### config.mk
export PLATFORM = sky130hd
export DESIGN_NAME = alu_arbiter
export DESIGN_NICKNAME = d
export VERILOG_FILES = /design/src/rtl/alu_arbiter.sv
export SDC_FILE = /design/constraint.sdc
export NUM_CORES = 1
export LEC_CHECK = 0
export CORE_AREA = 2 2 119 121
export DETAILED_ROUTE_END_ITERATION = 8
export DIE_AREA = 0 0 121 123
export PLACE_DENSITY = 0.79
export SLEW_MARGIN = 10
export SYNTH_ARGS = -nofsm -noshare
export SYNTH_HDL_FRONTEND = slang
export SYNTH_SLANG_ARGS = --single-unit
export TNS_END_PERCENT = 50
### constraint.sdc
create_clock -name clk -period 2.4 [get_ports clk]
set_clock_uncertainty 0.2 [all_clocks]
set_input_delay 0.6 -clock clk [delete_from_list [all_inputs] [get_ports clk]]
set_output_delay 0.6 -clock clk [all_outputs]
set_load 0.01 [all_outputs]
### src/rtl/alu_arbiter.sv
// Round-robin arbiter sharing one combinational ALU between two valid/ready requesters,
// with a single registered result per owner. Define ALU_ARB_STATS_EN for grant/stall counters.
module alu_arbiter #(
  parameter int DATA_WIDTH    = 32,
  parameter int OPCODE_LENGTH = 4
) (
  input  logic                     clk,
  input  logic                     reset,

  input  logic                     req0_valid,
  output logic                     req0_ready,
  input  logic [DATA_WIDTH-1:0]    req0_a,
  input  logic [DATA_WIDTH-1:0]    req0_b,
  input  logic [OPCODE_LENGTH-1:0] req0_op,

  input  logic                     req1_valid,
  output logic                     req1_ready,
  input  logic [DATA_WIDTH-1:0]    req1_a,
  input  logic [DATA_WIDTH-1:0]    req1_b,
  input  logic [OPCODE_LENGTH-1:0] req1_op,

  output logic                     rsp0_valid,
  input  logic                     rsp0_ready,
  output logic [DATA_WIDTH-1:0]    rsp0_result,

  output logic                     rsp1_valid,
  input  logic                     rsp1_ready,
  output logic [DATA_WIDTH-1:0]    rsp1_result,

  output logic [DATA_WIDTH-1:0]    alu_srca,
  output logic [DATA_WIDTH-1:0]    alu_srcb,
  output logic [OPCODE_LENGTH-1:0] alu_op,
  input  logic [DATA_WIDTH-1:0]    alu_result
`ifdef ALU_ARB_STATS_EN
  ,
  output logic [15:0]              grant_cnt0,
  output logic [15:0]              grant_cnt1,
  output logic [15:0]              stall_cnt
`endif
);

  logic                  out_valid;
  logic                  out_owner;
  logic [DATA_WIDTH-1:0] out_data;
  logic                  last_grant;

  logic owner_ready;
  logic free;
  logic grant0;
  logic grant1;
  logic accept;
  logic drain;

  // The output register can be drained and refilled in the same cycle.
  assign owner_ready = out_owner ? rsp1_ready : rsp0_ready;
  assign free        = !out_valid || owner_ready;

  // On a tie the port that did not win last time goes first.
  assign grant0 = !reset && free && req0_valid && (!req1_valid || last_grant);
  assign grant1 = !reset && free && req1_valid && (!req0_valid || !last_grant);
  assign accept = grant0 || grant1;

  assign req0_ready = grant0;
  assign req1_ready = grant1;

  always_comb begin
    alu_srca = '0;
    alu_srcb = '0;
    alu_op   = '0;
    if (grant0) begin
      alu_srca = req0_a;
      alu_srcb = req0_b;
      alu_op   = req0_op;
    end else if (grant1) begin
      alu_srca = req1_a;
      alu_srcb = req1_b;
      alu_op   = req1_op;
    end
  end

  always_comb begin
    rsp0_valid  = !reset && out_valid && !out_owner;
    rsp1_valid  = !reset && out_valid &&  out_owner;
    rsp0_result = rsp0_valid ? out_data : '0;
    rsp1_result = rsp1_valid ? out_data : '0;
  end

  assign drain = (rsp0_valid && rsp0_ready) || (rsp1_valid && rsp1_ready);

  always_ff @(posedge clk) begin
    if (reset) begin
      out_valid  <= 1'b0;
      out_owner  <= 1'b0;
      out_data   <= '0;
      last_grant <= 1'b1;
    end else if (accept) begin
      out_valid  <= 1'b1;
      out_owner  <= grant1;
      out_data   <= alu_result;
      last_grant <= grant1;
    end else if (drain) begin
      out_valid  <= 1'b0;
    end
  end

`ifdef ALU_ARB_STATS_EN
  logic stall;
  assign stall = (req0_valid || req1_valid) && !accept;

  always_ff @(posedge clk) begin
    if (reset) begin
      grant_cnt0 <= '0;
      grant_cnt1 <= '0;
      stall_cnt  <= '0;
    end else begin
      if (grant0 && grant_cnt0 != 16'hFFFF) grant_cnt0 <= grant_cnt0 + 16'd1;
      if (grant1 && grant_cnt1 != 16'hFFFF) grant_cnt1 <= grant_cnt1 + 16'd1;
      if (stall  && stall_cnt  != 16'hFFFF) stall_cnt  <= stall_cnt  + 16'd1;
    end
  end
`endif

endmodule
==> key figures, run 1 <==
Floorplan
  • Row count: 43
  • Die width: 121 um
  • Initial Utilization: 24.1%
  • Core ar.: about 0.014 mm2
  • Die H: 123 um
  • Full die area: between 0.01 and 0.015 mm2
  • I/O Pins: 310

Setup path
  • Crit path largest cell delay: 200 ps
  • Reg-to-reg critical path startpoint: out_owner
  • Critical path peak fanout: 4
  • Crit. Startpoint: reset
  • CP endpoint kind: primary output
  • Startpoint types: input port
  • Reg2reg path depth: 5
  • CP Capture Point: alu_srca[10]
  • Critical-path top delay cell: a21o_4
  • Arr. time, crit path: 1670 ps
  • CP delay by family, top: buffers and inverters
  • Setup Crit Path Kind: input port to primary output
  • CP bufs+invs: 6
  • Critical Path Stages: 8
  • WP data required: between 1500 and 2000 ps
  • Worst R2R Setup Slack: 750 ps
  • Reg-to-Reg End: out_data[17]
  • Crit path cell chain: buf_8 -> buf_4 -> a21o_4 -> buf_6 -> buf_12 -> buf_16 -> a21oi_4 -> buf_2

Pwr
  • Leakage: 0.00289 uW
  • Max IR drop VDD: 0.313 mV
  • PD cells: 378 mW/mm2

Global route
  • First-pass GRT wire length: ~26000 um
  • Initial antenna violation count: 0
  • Number of global-route vias before repair: around 4700
  • Grt total ovfl: 0
  • Largest net degree at the start of global routing: 44
  • Gr usage total: 21.4%

Routing
  • Routed wire length per instance: about 19 um
  • Drt drc: 0
  • Met3 WL: 1490 um
  • Drt initial violations: 267
  • Via count: about 4900
  • DRT met1 WL: 7050 um
  • Max Used Layer: met4
  • Drt first pass iters: 4
  • Met2 WL: around 8600 um
  • Via/cell ratio: 5.37
  • Final wirelength: about 17000 um
  • Antenna viol nets, final: 0

Clocking
  • Htree depth: 2
  • Clk buf depth: 2
  • Clk sinks: 35
  • Worst skew pair latency: 270 ps
  • Clk pin slew, worst setup/hold paths: 50 ps
  • Clock tree from TritonCTS: yes
  • Clock root buffer: clkbuf_16
  • CTS Buf Count: 5

Status
  • Outcome: finished with violations
  • Violated checks: setup timing

Place
  • Post-DP HPWL: around 12000 um
  • Port Buf Inserts: just over 300
  • Placer Congestion: 0.804

Final layout
  • Layout cells sized above 1: 33.4%
  • Final core occ: 49.8%
  • Post-layout net count: 910
  • Antenna Cells: 0
  • Syn-to-layout area delta: 106%

Min path
  • Min-Delay Path Class: flip-flop to flip-flop

STA
  • Setup_tns: -456 ps
  • Final setup viols: 24
  • Crit path time final: 2470 ps
  • Final hold vios: 0
  • Max-slew headroom: 77.3%
  • RSZ-0062 raised after global routing: true
  • Tcrit/Tclk final: 103%
  • Worst slew pin tran: 339 ps
  • Setup ws final: -69.6 ps
  • F_max: 405 MHz
  • Pins Over Slew Limit: 0

Yosys
  • YS warnings: 0
  • Syn nets: 604
  • Flops & latches, synth: 35
  • Cell count after synthesis: between 400 and 500
  • Unique masters post-synth: 29
  • Post-synthesis cell area: 0.00328 mm2
  • Syn avg cell area: between 7 and 8 um2
  • Sequential-to-total area share from yosys stat: around a fifth

Job
  • Number of max-cap violations: 0
[registers in the layout, indices dropped and copies added (netlist names)]
| signal | flops |
|---|---|
| out_data | 32 |
| last_grant | 1 |
| out_owner | 1 |
| out_valid | 1 |
[placed cells by master (no fill, tap or decap), types with 2 or more instances in the layout]
master	count
dfxtp_1	33
inv_2	3
buf_16	4
buf_8	5
a21oi_1	49
clkbuf_16	5
clkdlybuf4s50_1	168
dlygate4sd2_1	5
o211ai_1	136
clkbuf_8	2
and3_1	32
buf_2	124
buf_6	17
buf_4	27
a21oi_4	3
a211oi_2	2
nor3_1	2
a21oi_2	17
and2_1	24
and2b_4	2
and2_4	9
a22o_1	32
buf_12	19
dfxtp_2	2
[metrics by stage]
step	instance area, um2	power (uW)	setup slack [ps]	hold slack, ps	std cells
after floorplan	3280	1160	13.0	248	430
after global placement	6770	1840	-837	265	894
after detailed placement	6770	1850	-873	272	894
after CTS	6810	2560	-90.1	289	918
after global routing	6780	2680	-102	302	917
final	6780	2560	-69.6	286	917
[repair_timing]
item / CTS / global route
setup buffers: 10 / 1
resized for setup: 577 / 48
hold endpoints to repair: 0 / 0
pin swaps: 8 / 2
hold buffers: 0 / 0
gates cloned: 6 / 0
endpoints found under the setup margin: 136 / 115
[cells in the mapped netlist]
library cell / instances / area [um2]
a211oi_2: 2 / 25.0
a21o_1: 1 / 7.51
a21oi_1: 69 / 345
a221oi_1: 1 / 8.76
a221oi_4: 1 / 26.3
a22o_1: 32 / 280
and2_1: 33 / 206
and2b_1: 2 / 15.0
and3_1: 32 / 200
buf_1: 1 / 3.75
buf_2: 12 / 60.1
buf_4: 7 / 52.6
buf_6: 4 / 45.0
clkbuf_1: 46 / 173
dfxtp_1: 35 / 701
inv_2: 3 / 11.3
mux2i_2: 1 / 13.8
nor2_1: 1 / 3.75
nor2b_1: 1 / 6.26
nor3_1: 2 / 10.0
nor3b_1: 1 / 7.51
nor4_1: 1 / 6.26
nor4bb_1: 1 / 10.0
o211ai_1: 136 / 1020
o21bai_1: 1 / 7.51
o2bb2ai_2: 1 / 15.0
o41ai_1: 1 / 8.76
or2_1: 1 / 6.26
or3_1: 1 / 6.26
[worst register-to-register path, stage by stage, from the launching register on]
cell	delay (ps)
dfxtp_2	360
mux2i_2	280
buf_4	190
a221oi_4	80
buf_12	170
a22o_1	270
[area by class of cell]
cell class | instances | area (um2)
Clock buffer | 7 | 153
Tap cell | 180 | 225
Timing Repair Buffer | 369 | 3310
Clock inverter | 1 | 7.51
Sequential cell | 35 | 703
Inverter | 3 | 11.3
Fill cell | 1353 | 6840
Multi-Input combinational cell | 322 | 2370
[power by group]
group | total [uW] | switching [uW] | internal, uW
Combinational | 1200 | 549 | 650
Clock | 686 | 245 | 441
Sequential | 674 | 43.0 | 631
[worst min path at each step]
stage	start	cells after the start	end
2_1_floorplan	out_data[2]	1	out_data[2]
3_3_place_gp	out_data[0]	1	out_data[0]
3_5_place_dp	out_data[14]	1	out_data[14]
4_1_cts	out_data[14]	1	out_data[14]
5_1_grt	out_data[18]	1	out_data[18]
6_report	out_data[0]	1	out_data[0]
[per-layer routing]
layer,GRT usage (%),vias up
li1,-,2307
met1,25.4,2375
met2,38.3,227
met3,5.77,19
met4,5.16,0
met5,0,-
[cell families after synthesis]
| logic type | count (synthesis) | share of synthesized area (%) |
|---|---|---|
| compound gates | 245 | 53.2 |
| buf+inv | 73 | 10.5 |
| flops | 35 | 21.3 |
| mux | 1 | 0.419 |
| simple gates | 76 | 14.6 |
Power figures use the tool's default switching activity.
==> inputs of run 2 (changes only) <==
--- a/config.mk
+++ b/config.mk
@@ -5,6 +5,8 @@
 export SDC_FILE = /design/constraint.sdc
 export NUM_CORES = 1
 export LEC_CHECK = 0
+export ABC_AREA = 0
+export ABC_CLOCK_PERIOD_IN_PS = 2400
 export CORE_AREA = 2 2 119 121
 export DETAILED_ROUTE_END_ITERATION = 8
 export DIE_AREA = 0 0 121 123
==> results of run 2 <==
No change in the layout: final DEF, timing and power equal those of run 1.
